File: src/rtl/spi_master_core_pkg.sv
// Shared types for the SPI master engine: FSM states, CPOL/CPHA modes, select-index sizing.
package spi_pkg;

  typedef enum logic [1:0] {IDLE, SETUP, SHIFT, HOLD} spi_state_e;

  // Encoded as {cpol, cpha}
  typedef enum logic [1:0] {MODE0, MODE1, MODE2, MODE3} spi_mode_e;

  function automatic int ss_idx_w(input int num_ss);
    return (num_ss > 1) ? $clog2(num_ss) : 1;
  endfunction

endpackage

File: src/rtl/spi_master_core_if.sv
// Word handshake between the register/bus side and the SPI shift engine.
interface spi_master_core_if #(parameter int DATA_WIDTH = 8) ();
  logic                  tx_valid;
  logic [DATA_WIDTH-1:0] tx_data;
  logic                  tx_ready;
  logic                  rx_valid;
  logic [DATA_WIDTH-1:0] rx_data;

  modport master (output tx_valid, tx_data, input tx_ready, rx_valid, rx_data);
  modport slave  (input tx_valid, tx_data, output tx_ready, rx_valid, rx_data);
endinterface

File: src/rtl/spi_master_core_clk_div.sv
// Half-period tick generator: fires every div_i+1 enabled cycles, reloaded on clear.
module spi_clk_div #(
  parameter int DIV_WIDTH = 8
) (
  input  logic                 clk_in,
  input  logic                 rstn_in,
  input  logic                 en_i,
  input  logic                 clr_i,
  input  logic [DIV_WIDTH-1:0] div_i,
  output logic                 tick_o
);
  logic [DIV_WIDTH-1:0] cnt_q, cnt_d;

  always_comb begin
    cnt_d = cnt_q;
    if (clr_i)     cnt_d = div_i;
    else if (en_i) cnt_d = (cnt_q == '0) ? div_i : cnt_q - 1'b1;
  end

  always_ff @(posedge clk_in) begin
    if (!rstn_in) cnt_q <= '0;
    else          cnt_q <= cnt_d;
  end

  assign tick_o = en_i && !clr_i && (cnt_q == '0);
endmodule

File: src/rtl/spi_master_core.sv
// SPI master shift/timing engine: one DATA_WIDTH word per handshake, any CPOL/CPHA mode.
module spi_master_core import spi_pkg::*; #(
  parameter int DATA_WIDTH = 8,
  parameter int NUM_SS     = 4,
  parameter int DIV_WIDTH  = 8,
  localparam int SSW       = ss_idx_w(NUM_SS)
) (
  input  logic                 clk_in,
  input  logic                 rstn_in,
  input  logic                 cfg_cpol,
  input  logic                 cfg_cpha,
  input  logic                 cfg_lsb_first,
  input  logic [DIV_WIDTH-1:0] cfg_clk_div,
  input  logic [SSW-1:0]       cfg_ss_sel,
  spi_master_core_if.slave     bus,
  output logic                 busy,
  output logic                 sck_out,
  output logic                 mosi_out,
  input  logic                 miso_in,
  output logic [NUM_SS-1:0]    ss_n_out
);
  localparam int            EW        = $clog2(2*DATA_WIDTH+1);
  localparam logic [EW-1:0] LAST_EDGE = EW'(2*DATA_WIDTH);

  spi_state_e            state_q, state_d;
  spi_mode_e             mode_q, mode_d;
  logic                  lsb_q, lsb_d;
  logic [DIV_WIDTH-1:0]  div_q, div_d;
  logic [SSW-1:0]        sel_q, sel_d;
  logic [DATA_WIDTH-1:0] tx_sr_q, tx_sr_d, rx_sr_q, rx_sr_d, rx_data_q, rx_data_d;
  logic [EW-1:0]         edge_cnt_q, edge_cnt_d;
  logic                  sck_q, sck_d, mosi_q, mosi_d, rx_valid_q, rx_valid_d;
  logic                  tick, toggle, cpha;

  function automatic logic head(input logic [DATA_WIDTH-1:0] v, input logic lsb);
    return lsb ? v[0] : v[DATA_WIDTH-1];
  endfunction

  function automatic logic [DATA_WIDTH-1:0] shift_out(input logic [DATA_WIDTH-1:0] v,
                                                      input logic lsb);
    return lsb ? {1'b0, v[DATA_WIDTH-1:1]} : {v[DATA_WIDTH-2:0], 1'b0};
  endfunction

  assign busy = (state_q != IDLE);
  assign cpha = (mode_q == MODE1) || (mode_q == MODE3);

  // While idle the counter preloads the live divider so SETUP already counts the latched value
  spi_clk_div #(.DIV_WIDTH(DIV_WIDTH)) u_clk_div (
    .clk_in (clk_in),
    .rstn_in(rstn_in),
    .en_i   (busy),
    .clr_i  (!busy),
    .div_i  (busy ? div_q : cfg_clk_div),
    .tick_o (tick)
  );

  always_comb begin
    state_d    = state_q;
    mode_d     = mode_q;
    lsb_d      = lsb_q;
    div_d      = div_q;
    sel_d      = sel_q;
    tx_sr_d    = tx_sr_q;
    rx_sr_d    = rx_sr_q;
    edge_cnt_d = edge_cnt_q;
    sck_d      = sck_q;
    mosi_d     = mosi_q;
    rx_data_d  = rx_data_q;
    rx_valid_d = 1'b0;
    toggle     = 1'b0;
    case (state_q)
      IDLE: if (bus.tx_valid) begin
        state_d    = SETUP;
        mode_d     = spi_mode_e'({cfg_cpol, cfg_cpha});
        lsb_d      = cfg_lsb_first;
        div_d      = cfg_clk_div;
        sel_d      = cfg_ss_sel;
        sck_d      = cfg_cpol;
        edge_cnt_d = '0;
        rx_sr_d    = '0;
        tx_sr_d    = bus.tx_data;
        mosi_d     = 1'b0;
        // CPHA=0 must present the first bit before the first (sampling) edge
        if (!cfg_cpha) begin
          mosi_d  = head(bus.tx_data, cfg_lsb_first);
          tx_sr_d = shift_out(bus.tx_data, cfg_lsb_first);
        end
      end
      SETUP: if (tick) begin
        state_d = SHIFT;
        toggle  = 1'b1;
      end
      SHIFT: if (tick) begin
        if (edge_cnt_q == LAST_EDGE) state_d = HOLD;
        else                         toggle  = 1'b1;
      end
      HOLD: if (tick) begin
        state_d    = IDLE;
        rx_valid_d = 1'b1;
        rx_data_d  = rx_sr_q;
        mosi_d     = 1'b0;
      end
      default: state_d = IDLE;
    endcase

    // Odd edge count = leading edge; the driving edge is the one whose parity matches CPHA
    if (toggle) begin
      sck_d      = ~sck_q;
      edge_cnt_d = edge_cnt_q + 1'b1;
      if (edge_cnt_d[0] == cpha) begin
        if (edge_cnt_d != LAST_EDGE) begin
          mosi_d  = head(tx_sr_q, lsb_q);
          tx_sr_d = shift_out(tx_sr_q, lsb_q);
        end
      end else begin
        rx_sr_d = lsb_q ? {miso_in, rx_sr_q[DATA_WIDTH-1:1]}
                        : {rx_sr_q[DATA_WIDTH-2:0], miso_in};
      end
    end
  end

  always_ff @(posedge clk_in) begin
    if (!rstn_in) begin
      state_q    <= IDLE;
      mode_q     <= MODE0;
      lsb_q      <= 1'b0;
      div_q      <= '0;
      sel_q      <= '0;
      tx_sr_q    <= '0;
      rx_sr_q    <= '0;
      edge_cnt_q <= '0;
      sck_q      <= 1'b0;
      mosi_q     <= 1'b0;
      rx_data_q  <= '0;
      rx_valid_q <= 1'b0;
    end else begin
      state_q    <= state_d;
      mode_q     <= mode_d;
      lsb_q      <= lsb_d;
      div_q      <= div_d;
      sel_q      <= sel_d;
      tx_sr_q    <= tx_sr_d;
      rx_sr_q    <= rx_sr_d;
      edge_cnt_q <= edge_cnt_d;
      sck_q      <= sck_d;
      mosi_q     <= mosi_d;
      rx_data_q  <= rx_data_d;
      rx_valid_q <= rx_valid_d;
    end
  end

  // Out-of-range select indices match no output, so the word runs with every select high
  always_comb begin
    ss_n_out = '1;
    for (int i = 0; i < NUM_SS; i++)
      if (busy && sel_q == SSW'(i)) ss_n_out[i] = 1'b0;
  end

  assign bus.tx_ready = !busy;
  assign bus.rx_valid = rx_valid_q;
  assign bus.rx_data  = rx_data_q;
  assign sck_out      = busy ? sck_q : cfg_cpol;
  assign mosi_out     = mosi_q;
endmodule

File: src/flat_wrapper.sv
// flat-port wrapper written by rule: the top's interface ports become plain ports
module spi_master_core_flat import spi_pkg::*;
#(
  parameter int DATA_WIDTH = 8,
  parameter int NUM_SS     = 4,
  parameter int DIV_WIDTH  = 8,
  localparam int SSW       = ss_idx_w(NUM_SS)
)
  (clk_in, rstn_in, cfg_cpol, cfg_cpha, cfg_lsb_first, cfg_clk_div, cfg_ss_sel, busy, sck_out, mosi_out, miso_in, ss_n_out, bus_tx_valid, bus_tx_data, bus_tx_ready, bus_rx_valid, bus_rx_data);
  spi_master_core_if #(.DATA_WIDTH(DATA_WIDTH)) bus_i ();
  input  logic clk_in;
  input  logic rstn_in;
  input  logic cfg_cpol;
  input  logic cfg_cpha;
  input  logic cfg_lsb_first;
  input  logic [DIV_WIDTH-1:0] cfg_clk_div;
  input  logic [SSW-1:0] cfg_ss_sel;
  output logic busy;
  output logic sck_out;
  output logic mosi_out;
  input  logic miso_in;
  output logic [NUM_SS-1:0] ss_n_out;
  input wire logic [$bits(bus_i.tx_valid)-1:0] bus_tx_valid;
  input wire logic [$bits(bus_i.tx_data)-1:0] bus_tx_data;
  output wire logic [$bits(bus_i.tx_ready)-1:0] bus_tx_ready;
  output wire logic [$bits(bus_i.rx_valid)-1:0] bus_rx_valid;
  output wire logic [$bits(bus_i.rx_data)-1:0] bus_rx_data;
  assign bus_i.tx_valid = bus_tx_valid;
  assign bus_i.tx_data = bus_tx_data;
  assign bus_tx_ready = bus_i.tx_ready;
  assign bus_rx_valid = bus_i.rx_valid;
  assign bus_rx_data = bus_i.rx_data;
  spi_master_core #(.DATA_WIDTH(DATA_WIDTH), .NUM_SS(NUM_SS), .DIV_WIDTH(DIV_WIDTH)) u_core (.clk_in(clk_in), .rstn_in(rstn_in), .cfg_cpol(cfg_cpol), .cfg_cpha(cfg_cpha), .cfg_lsb_first(cfg_lsb_first), .cfg_clk_div(cfg_clk_div), .cfg_ss_sel(cfg_ss_sel), .bus(bus_i), .busy(busy), .sck_out(sck_out), .mosi_out(mosi_out), .miso_in(miso_in), .ss_n_out(ss_n_out));
endmodule
File: config.mk
export PLATFORM = sky130hd
export DESIGN_NAME = spi_master_core_flat
export DESIGN_NICKNAME = d
export VERILOG_FILES = /design/src/rtl/spi_master_core_pkg.sv /design/src/rtl/spi_master_core_if.sv /design/src/rtl/spi_master_core_clk_div.sv /design/src/rtl/spi_master_core.sv /design/src/flat_wrapper.sv
export SDC_FILE = /design/constraint.sdc
export NUM_CORES = 1
export LEC_CHECK = 0
export BUFFER_PORTS_ARGS = -buffer_cell sky130_fd_sc_hd__buf_2
export CAP_MARGIN = 20
export CORE_MARGIN = 3
export CORE_UTILIZATION = 35
export DETAILED_ROUTE_END_ITERATION = 7
export PLACE_DENSITY_LB_ADDON = 0.25
export SYNTH_ARGS = -nofsm -noshare
export SYNTH_HDL_FRONTEND = slang
export SYNTH_SLANG_ARGS = --single-unit
File: constraint.sdc
create_clock -name clk_in -period 2.25 [get_ports clk_in]
set_input_delay 0.45 -clock clk_in [delete_from_list [all_inputs] [get_ports clk_in]]
set_output_delay 0.45 -clock clk_in [all_outputs]
set_load 0.01 [all_outputs]
; ---- Word-level counts from Yosys, hierarchy flattened
; Index checks and enable logic that the tools add are counted.
; W data, S select, Z words.
[totals]
out_inout_bits = 17
register_bits = 55
[classes]
n_bitwise = 1
n_reduce_logical = 18
n_addsub = 2
n_eq_ne = 16
mux = 46
[ops]
columns = cell, count
row1 = $mux W8, 16
row2 = $mux W1, 19
row3 = $mux W5, 3
row4 = $eq A2 B2 Y1 const B, 5
row5 = $mux W2, 5
row6 = $logic_not A8 Y1, 1
row7 = $ne A2 B1 Y1 const B, 4
row8 = $pmux W2 S4, 1
row9 = $reduce_and A2 Y1, 4
row10 = $sub A8 B1 Y8 const B, 1
row11 = $eq A2 B1 Y1 const B, 3
row12 = $reduce_bool A2 Y1, 3
row13 = $add A5 B1 Y5 const B, 1
row14 = $eq A5 B5 Y1 const B, 1
row15 = $logic_and A1 B1 Y1, 5
row16 = $ne A5 B5 Y1 const B, 1
row17 = $reduce_and A5 Y1, 1
row18 = $logic_not A2 Y1, 2
row19 = $pmux W1 S2, 2
row20 = $ne A2 B2 Y1 const B, 1
row21 = $eq A1 B1 Y1, 1
row22 = $logic_not A1 Y1, 1
row23 = $logic_or A1 B1 Y1, 1
row24 = $not A1 Y1, 1

; ---- Longest topological paths before layout
; Gate-level depths: netlist of run 1.
[depth]
word_depth = 7
mapped_depth = 8

; ---- Modules after synthesis
; From an unflattened synthesis of run 1, not the netlist that was laid out.
[hier_totals]
hier_cells = 379
area_unflattened_um2 = 3079.2
[by_module_without_submodules]
columns = mod, area_per_inst_um2, cells_each, n_inst, seq_area_each_um2
row1 = spi_master_core, 2493.6, 307, 1, 920.9
row2 = spi_clk_div, 585.6, 72, 1, 160.2

; ---- Worst setup path after synthesis of run 1
; Ideal clock, no wire load.
[synth_timing]
kind = register to register
from = reg u_core.state_q[0]
to = reg u_core.tx_sr_q[7]
path_slack_ns = 0.143
setup_time_ns = 0.101
stages_incl_launch_ff = 9
required_ns = 2.149
period_less_slack_ns = 2.107
t_arrival_ns = 2.006
cell_sequence = dfxtp_1 -> inv_1 -> ha_1 -> nor3b_2 -> nand4b_4 -> a2111oi_4 -> buf_6 -> nand4b_1 -> o41ai_1
[synth_via]
elab_chain_cells = 5
[synth_lines]
columns = item, line_no
row1 = start: declaration, spi_master_core.sv:25  ; spi_state_e state_q, state_d;
row2 = start signal: assignment, spi_master_core.sv:137  ; state_q <= state_d;
row3 = $reduce_bool A2 Y1 or $logic_not A2 Y1 (tied branches), "spi_master_core.sv:44, spi_master_core.sv:71"
row4 = $logic_and A1 B1 Y1 or $mux W8 (tied branches), "spi_master_core_clk_div.sv:25, spi_master_core.sv:71"
row5 = $mux W1 (tied with other cells), spi_master_core.sv:93  ; SHIFT: if (tick) begin
row6 = $pmux W1 S2 or $mux W8 (tied branches), "spi_master_core.sv:71, spi_master_core.sv:110"
row7 = $mux W8 (*), spi_master_core.sv:107  ; if (toggle) begin
row8 = end signal: assignment, spi_master_core.sv:142  ; tx_sr_q <= tx_sr_d;
row9 = end: declaration, spi_master_core.sv:30  ; logic [DATA_WIDTH-1:0] tx_sr_q, tx_sr_d, rx_sr_q, rx_sr_d, rx_data_q, rx_data_d;
; Mark *: on every way between the ends. The rest lies on a longest branch, timed or not.
; A chain may end at the register's enable or synchronous reset.

; ---- Worst setup path in the final report of run 1
[layout_timing]
from = reg u_core.state_q[0]
to = out sck_out
[layout_via]
elab_chain_cells = 2
[layout_lines]
columns = item, line_no
row1 = $reduce_bool A2 Y1, spi_master_core.sv:44  ; assign busy = (state_q != IDLE);
row2 = $mux W1, spi_master_core.sv:162  ; assign sck_out = busy ? sck_q : cfg_cpol;
row3 = end: declaration, flat_wrapper.sv:19  ; output logic sck_out;
; Every way passes these cells.

==> impl_metrics.json, run 1 <==
{
  "post-place-cells": 502,
  "post_synth_num_cell_types": 49,
  "result_of_the_run": "completed",
  "htree_levels": 2,
  "postPlaceCellArea_um2": 3319,
  "dieWidth_um": 98.28,
  "route.met3.wl_um": 275,
  "dr_wl_met2_um": 3150,
  "post_drt_wl_per_cell_um": 13.48,
  "drt_drc_violations_left": 0,
  "worstPathMaxFanout": 20,
  "drtPass1Iterations": 4,
  "yosysWarningCount": 0,
  "io_pins": 42,
  "place.detailed.hpwl_um": 4976,
  "cts.path.max_buffers": 2,
  "setup_crit_start_kind": "flop",
  "synth_area_per_cell_um2": 8.188,
  "ir_drop_v": 0.0003962,
  "route.detailed.vias_per_inst": 5.170,
  "finalInstanceArea_um2": 3452,
  "tritoncts_num_sinks": 54,
  "achievable-frequency_mhz": 462.2,
  "synth-edff-count": 0,
  "finish.utilization_pct": 41.80,
  "critPathArrivalTime_ns": 1.71,
  "seqCellArea_um2": 1081,
  "dominant_cells_by_area_after_synthesis": "dfxtp_1, nand2_1, mux2i_1, a21oi_1, mux2_2",
  "cts.reportedPaths.clkPinSlew_ns": 0.10,
  "finalCritPeriodShare_pct": 96.17,
  "grt_first_pass_wirelength_um": 11870,
  "die-area_um2": 9659,
  "num_rows": 33,
  "met1Wirelength_um": 3420,
  "max_cap_viol_count": 0,
  "area_delta_synth_final_pct": 15.83,
  "mostFrequentLayoutCells": "nand2_1, dfxtp_1, buf_2",
  "hold_violations": 0,
  "grt_max_degree": 36,
  "n_fill_cell": 862,
  "detail_route.iter0.violations": 124,
  "grt_pass1_vias": 2432,
  "layout_min_cycle_time_ns": 2.164,
  "mostFrequentLayoutCell": "nand2_1",
  "power_density_nw_per_um2": 999.7,
  "max-slew-margin-rel_pct": 63.84,
  "tritoncts": "built",
  "crit_type": "flop to output pin",
  "core_um2": 8258,
  "clk_root_buffer_cell": "clkbuf_8",
  "synth_top_area_share_pct": 36.27,
  "finalMaxSlewViolations": 0,
  "ant_nets": 0,
  "setup.worst_path.end_class": "output pin",
  "final_net_count": 440,
  "final_layout_size_suffix_gt1_share_pct": 21.32,
  "portion_of_the_post_synthesis_area_used_by_sequential_elements_pct": 36.27,
  "place.port_buffers": 41,
  "timing.setup.tns_ns": 0,
  "overflow": 0,
  "number_of_antenna_violations_at_the_first_check_in_global_routing": 0,
  "place.gp.congestion": 0.8258,
  "design_power_total_w": 0.003451,
  "synthDominantAreaCellType": "dfxtp_1",
  "cts_buffers": 5,
  "num_vias": 2652,
  "clock-skew-final_ns": 0.006541,
  "cp_required_ns": 1.80,
  "maxUsedRoutingLayer": "met4",
  "grt_usage_pct": 14.81,
  "finalSetupViolCount": 0,
  "async_reset_ff_share_pct": 0,
  "min-delay-path-class": "primary input to flop",
  "detail_route.wirelength_um": 6917,
  "start_util_pct": 36.09,
  "synth_flop_cell": "dfxtp_1",
  "ctsHoldBuffers": 0,
  "yosys_register_bits": 54,
  "num_antenna_cells": 0,
  "post_synth_inst_count": 364,
  "synth_nets": 397,
  "worst_pin_slew_ns": 0.5416,
  "leakagePower_nw": 1.359,
  "grt_setup_unrepaired": "no",
  "multi_input_logic_area_um2": 1758,
  "clock_insertion_delay_worst_skew_ns": 0.31,
  "instances_no_fill": 513,
  "die_h_um": 98.28,
  "post_synth_instance_area_um2": 2980
}
[sequential cells by signal (all words and copies together), names as in the netlist]
name and count:
u_core.bus.rx_data 8, u_core.bus.rx_valid 1, u_core.div_q 8, u_core.edge_cnt_q 5
u_core.lsb_q 1, u_core.mode_q 1, u_core.mosi_out 1, u_core.rx_sr_q 8
u_core.sck_q 1, u_core.sel_q 2, u_core.state_q 2, u_core.tx_sr_q 8
u_core.u_clk_div.cnt_q 8
[layout make-up]
type | instances | area share (%)
clock inverter | 2 | 0.3625
sequential | 54 | 31.32
inverter | 10 | 1.087
multi-input combinational | 277 | 50.92
tap | 105 | 3.806
clock buffer | 6 | 2.392
timing repair buffer | 59 | 10.11
[worst max-delay path, stage by stage, from the launching register on]
cell and delay [ns]:
dfxtp_1 0.35, inv_1 0.08, ha_1 0.24, buf_8 0.21, mux2_2 0.37, buf_2 0.14
[path summary, 6_finish.rpt]
check        cells past startpoint  slack (ns)               endpoint                   from
max                              5        0.09                sck_out      u_core.state_q[0]
min reg2reg                      2        0.45  u_core.bus.rx_data[3]  u_core.bus.rx_data[3]
max reg2reg                      8        0.24        u_core.mosi_out      u_core.state_q[0]
min                              3        0.37        u_core.sel_q[1]          cfg_ss_sel[1]
[where the power goes]
| group | leakage, nW | switching (W) | internal [W] |
|---|---|---|---|
| combinational | 0.871 | 0.000902 | 0.000692 |
| clock | 0.0472 | 0.000318 | 0.000248 |
| sequential | 0.441 | 0.000176 | 0.00111 |
| total | 1.36 | 0.00140 | 0.00205 |
[per-stage QoR]
step	hold WS [ns]	setup slack, ns
3_5_place_dp	0.4399	0.1073
6_report	0.3749	0.08623
3_3_place_gp	0.4370	0.1629
5_1_grt	0.3711	0.008689
2_1_floorplan	0.4329	0.1433
4_1_cts	0.3646	0.05241
[cells in the mapped netlist, types with 2 or more instances]
master and instances:
a21oi_1 34, nand2_1 75, o41ai_1 2, a31oi_1 3
and2_1 10, nand3_1 18, ha_1 8, nor2b_1 3
nor4_4 2, mux2_2 11, nor3_1 3, o211ai_1 3
o21ai_0 21, nor2_1 16, buf_2 7, or3_1 2
mux2i_1 22, buf_6 2, inv_1 9, and3_1 2
xnor2_1 3, nand4b_1 2, nand2b_1 3, a211oi_1 12
clkbuf_1 14, dfxtp_1 54
[per-layer routing]
metal | vias to the layer above | track usage, %
met3 | 7 | 3.214
li1 | 1361 | -
met1 | 1231 | 20.28
met2 | 53 | 23.71
met4 | 0 | 3.782
met5 | - | 0
[logic make-up after synthesis]
family / share of synthesized area (%)
compound gates: 18.05
xor+xnor: 1.176
fa+ha+maj: 3.359
buf+inv: 4.953
flops: 36.27
mux: 11.54
simple gates: 24.64
[timing repair]
action / CTS / global route
resized for setup: 0 / 4
buffers inserted: 0 / 2
setup endpoints to repair: 0 / 7
Note: power is estimated with default switching activity, not from simulation.
==> run 2, diff against run 1 <==
Clock period 2.25 ns to 1.8 ns, I/O delays scaled along.
==> impl_metrics.json, run 2 (synthesis gave the netlist of run 1 again) <==
{
  "postPlaceCellArea_um2": 3531,
  "setup_crit_start_kind": "flop",
  "die-area_um2": 9659,
  "final_layout_size_suffix_gt1_share_pct": 36.82,
  "timing.hold.ws_ns": 0.2844,
  "worst-path-buf-inv": 3,
  "clock_insertion_delay_worst_skew_ns": 0.30,
  "tritoncts_num_sinks": 54,
  "setup.worst_path.end_class": "flop",
  "num_vias": 2837,
  "failed_checks": "negative setup slack",
  "timing.critical_path.cells": "inv_2, ha_4, nor3b_4, nand4b_4, a2111oi_4, buf_4, buf_6, a211oi_2, a211oi_1",
  "portion_of_total_power_attributed_to_the_clock_network_pct": 13.6,
  "clk_root_buffer_cell": "clkbuf_8",
  "critical-path-top-delay-family": "compound AO/OA/AOI/OAI gates",
  "number_of_antenna_violations_at_the_first_check_in_global_routing": 0,
  "drtPass1Iterations": 4,
  "grt_setup_unrepaired": "yes",
  "grt_pass1_vias": 2647,
  "finalMaxSlewViolations": 0,
  "critPathArrivalTime_ns": 2.16,
  "achievable-frequency_mhz": 514.9,
  "grt_first_pass_wirelength_um": 12520,
  "finalCritPeriodShare_pct": 107.9,
  "ant_nets": 0,
  "final_net_count": 472,
  "io_pins": 42,
  "detail_route.iter0.violations": 59,
  "clock-skew-final_ns": 0.008178,
  "place.detailed.hpwl_um": 5272,
  "cts_buffers": 5,
  "critical-path-max-stage-delay_ns": 0.40,
  "multi_input_logic_area_um2": 1939,
  "seqCellArea_um2": 1094,
  "cp_required_ns": 2.02,
  "power.switching_fraction_pct": 38.63,
  "worstPathMaxFanout": 4,
  "dieWidth_um": 98.28,
  "htree_levels": 2,
  "layout_min_cycle_time_ns": 1.942,
  "start_util_pct": 36.09,
  "switching_power_w": 0.002035,
  "mostFrequentLayoutCells": "nand2_1, dfxtp_1, buf_2",
  "finalSetupViolCount": 24,
  "finalInstanceArea_um2": 4009,
  "ir_drop_v": 0.0006182,
  "mostFrequentLayoutCell": "nand2_1",
  "area_delta_synth_final_pct": 34.51,
  "instances_no_fill": 545,
  "n_fill_cell": 818,
  "drt_drc_violations_left": 0,
  "power_density_nw_per_um2": 1314,
  "share_comb_of_total_power_pct": 55.5,
  "crit_type": "flop to flop",
  "max_cap_viol_count": 0,
  "min-delay-path-class": "primary input to flop",
  "leakagePower_nw": 1.692,
  "pre_cts_slack_ns": -0.04748,
  "hold_violations": 0,
  "detail_route.wirelength_um": 7870,
  "intPower_w": 0.003232,
  "num_rows": 33,
  "result_of_the_run": "finished, violations left",
  "core_um2": 8258,
  "place.gp.congestion": 0.8954,
  "route.detailed.vias_per_inst": 5.206,
  "overflow": 0,
  "tritoncts": "built",
  "seq_power_share_pct": 30.9,
  "grt_max_degree": 27,
  "num_antenna_cells": 0,
  "worst_pin_slew_ns": 0.4760,
  "post-place-cells": 522,
  "die_h_um": 98.28,
  "finish.utilization_pct": 48.55,
  "timing.critical_path.slowest_stage_cell": "a2111oi_4",
  "max-slew-margin-rel_pct": 68.23,
  "setup_slack_ns": -0.1422,
  "cts.reportedPaths.clkPinSlew_ns": 0.10,
  "cts.path.max_buffers": 2,
  "post_drt_wl_per_cell_um": 14.44,
  "grt_usage_pct": 15.52,
  "place.port_buffers": 41
}
-- run 2: changes by cell type in the layout (fill, tap and decap cells not counted), sizes merged --
cell    delta
bufbuf     +1
clkbuf     +2
buf       +29
-- run 2: repair_timing --
item | 4_1_cts | 5_1_grt
cloned | 1 | 3
setup endpoints to repair | 19 | 44
endpoints found under the hold margin | 0 | 0
resized for setup | 10 | 56
pin swaps | 2 | 37
hold buffers | 0 | 0
buffers inserted | 3 | 9
-- run 2: worst register-to-register path, cell delays in order, from the launching register on --
cell and delay [ns]:
dfxtp_2 0.34, inv_2 0.05, ha_4 0.17, nor3b_4 0.24, nand4b_4 0.17, a2111oi_4 0.40
buf_4 0.19, buf_6 0.11, a211oi_2 0.04, a211oi_1 0.16
-- run 2: per-layer routing --
layer | GRT usage [%] | vias to the layer above | share of wire (%)
li1 | - | 1434 | -
met1 | 20.53 | 1350 | 46
met2 | 26.83 | 51 | 50
met3 | 2.929 | 2 | 3.8
met4 | 2.311 | 0 | 0.37
met5 | 0 | - | 0
-- run 2: through the flow --
step                power (W)  TNS [ns]
finish               0.005267    -1.239
global route         0.005665    -3.725
CTS                  0.004904   -0.1296
detailed placement   0.003903   -0.3474
global placement     0.003872  -0.01082
floorplan            0.003131  -0.03313
-- run 2: cell type report --
type	instances	share of cell area, %
clock buffer	6	2.060
clock inverter	2	0.3121
inverter	10	0.9363
multi-input combinational	277	48.38
sequential	54	27.28
tap	105	3.277
timing repair buffer	91	17.76
-- run 2: final timing paths --
path | slack [ns] | depth (start not counted) | end | startpoint
worst max-delay path | -0.14 | 9 | u_core.tx_sr_q[2] | u_core.state_q[0]
worst min-delay path | 0.28 | 3 | u_core.u_clk_div.cnt_q[5] | cfg_clk_div[5]
worst max register to register | -0.14 | 9 | u_core.tx_sr_q[2] | u_core.state_q[0]
worst min register to register | 0.47 | 2 | u_core.div_q[5] | u_core.div_q[5]
-- run 2: power groups by stage --
stage          logic, W  registers (W)  clock network [W]
5_1_grt         0.00323        0.00165           0.000792
3_5_place_dp    0.00228        0.00162                  0
3_3_place_gp    0.00225        0.00162                  0
2_1_floorplan   0.00154        0.00159                  0
4_1_cts         0.00257        0.00160           0.000736
6_report        0.00292        0.00163           0.000715
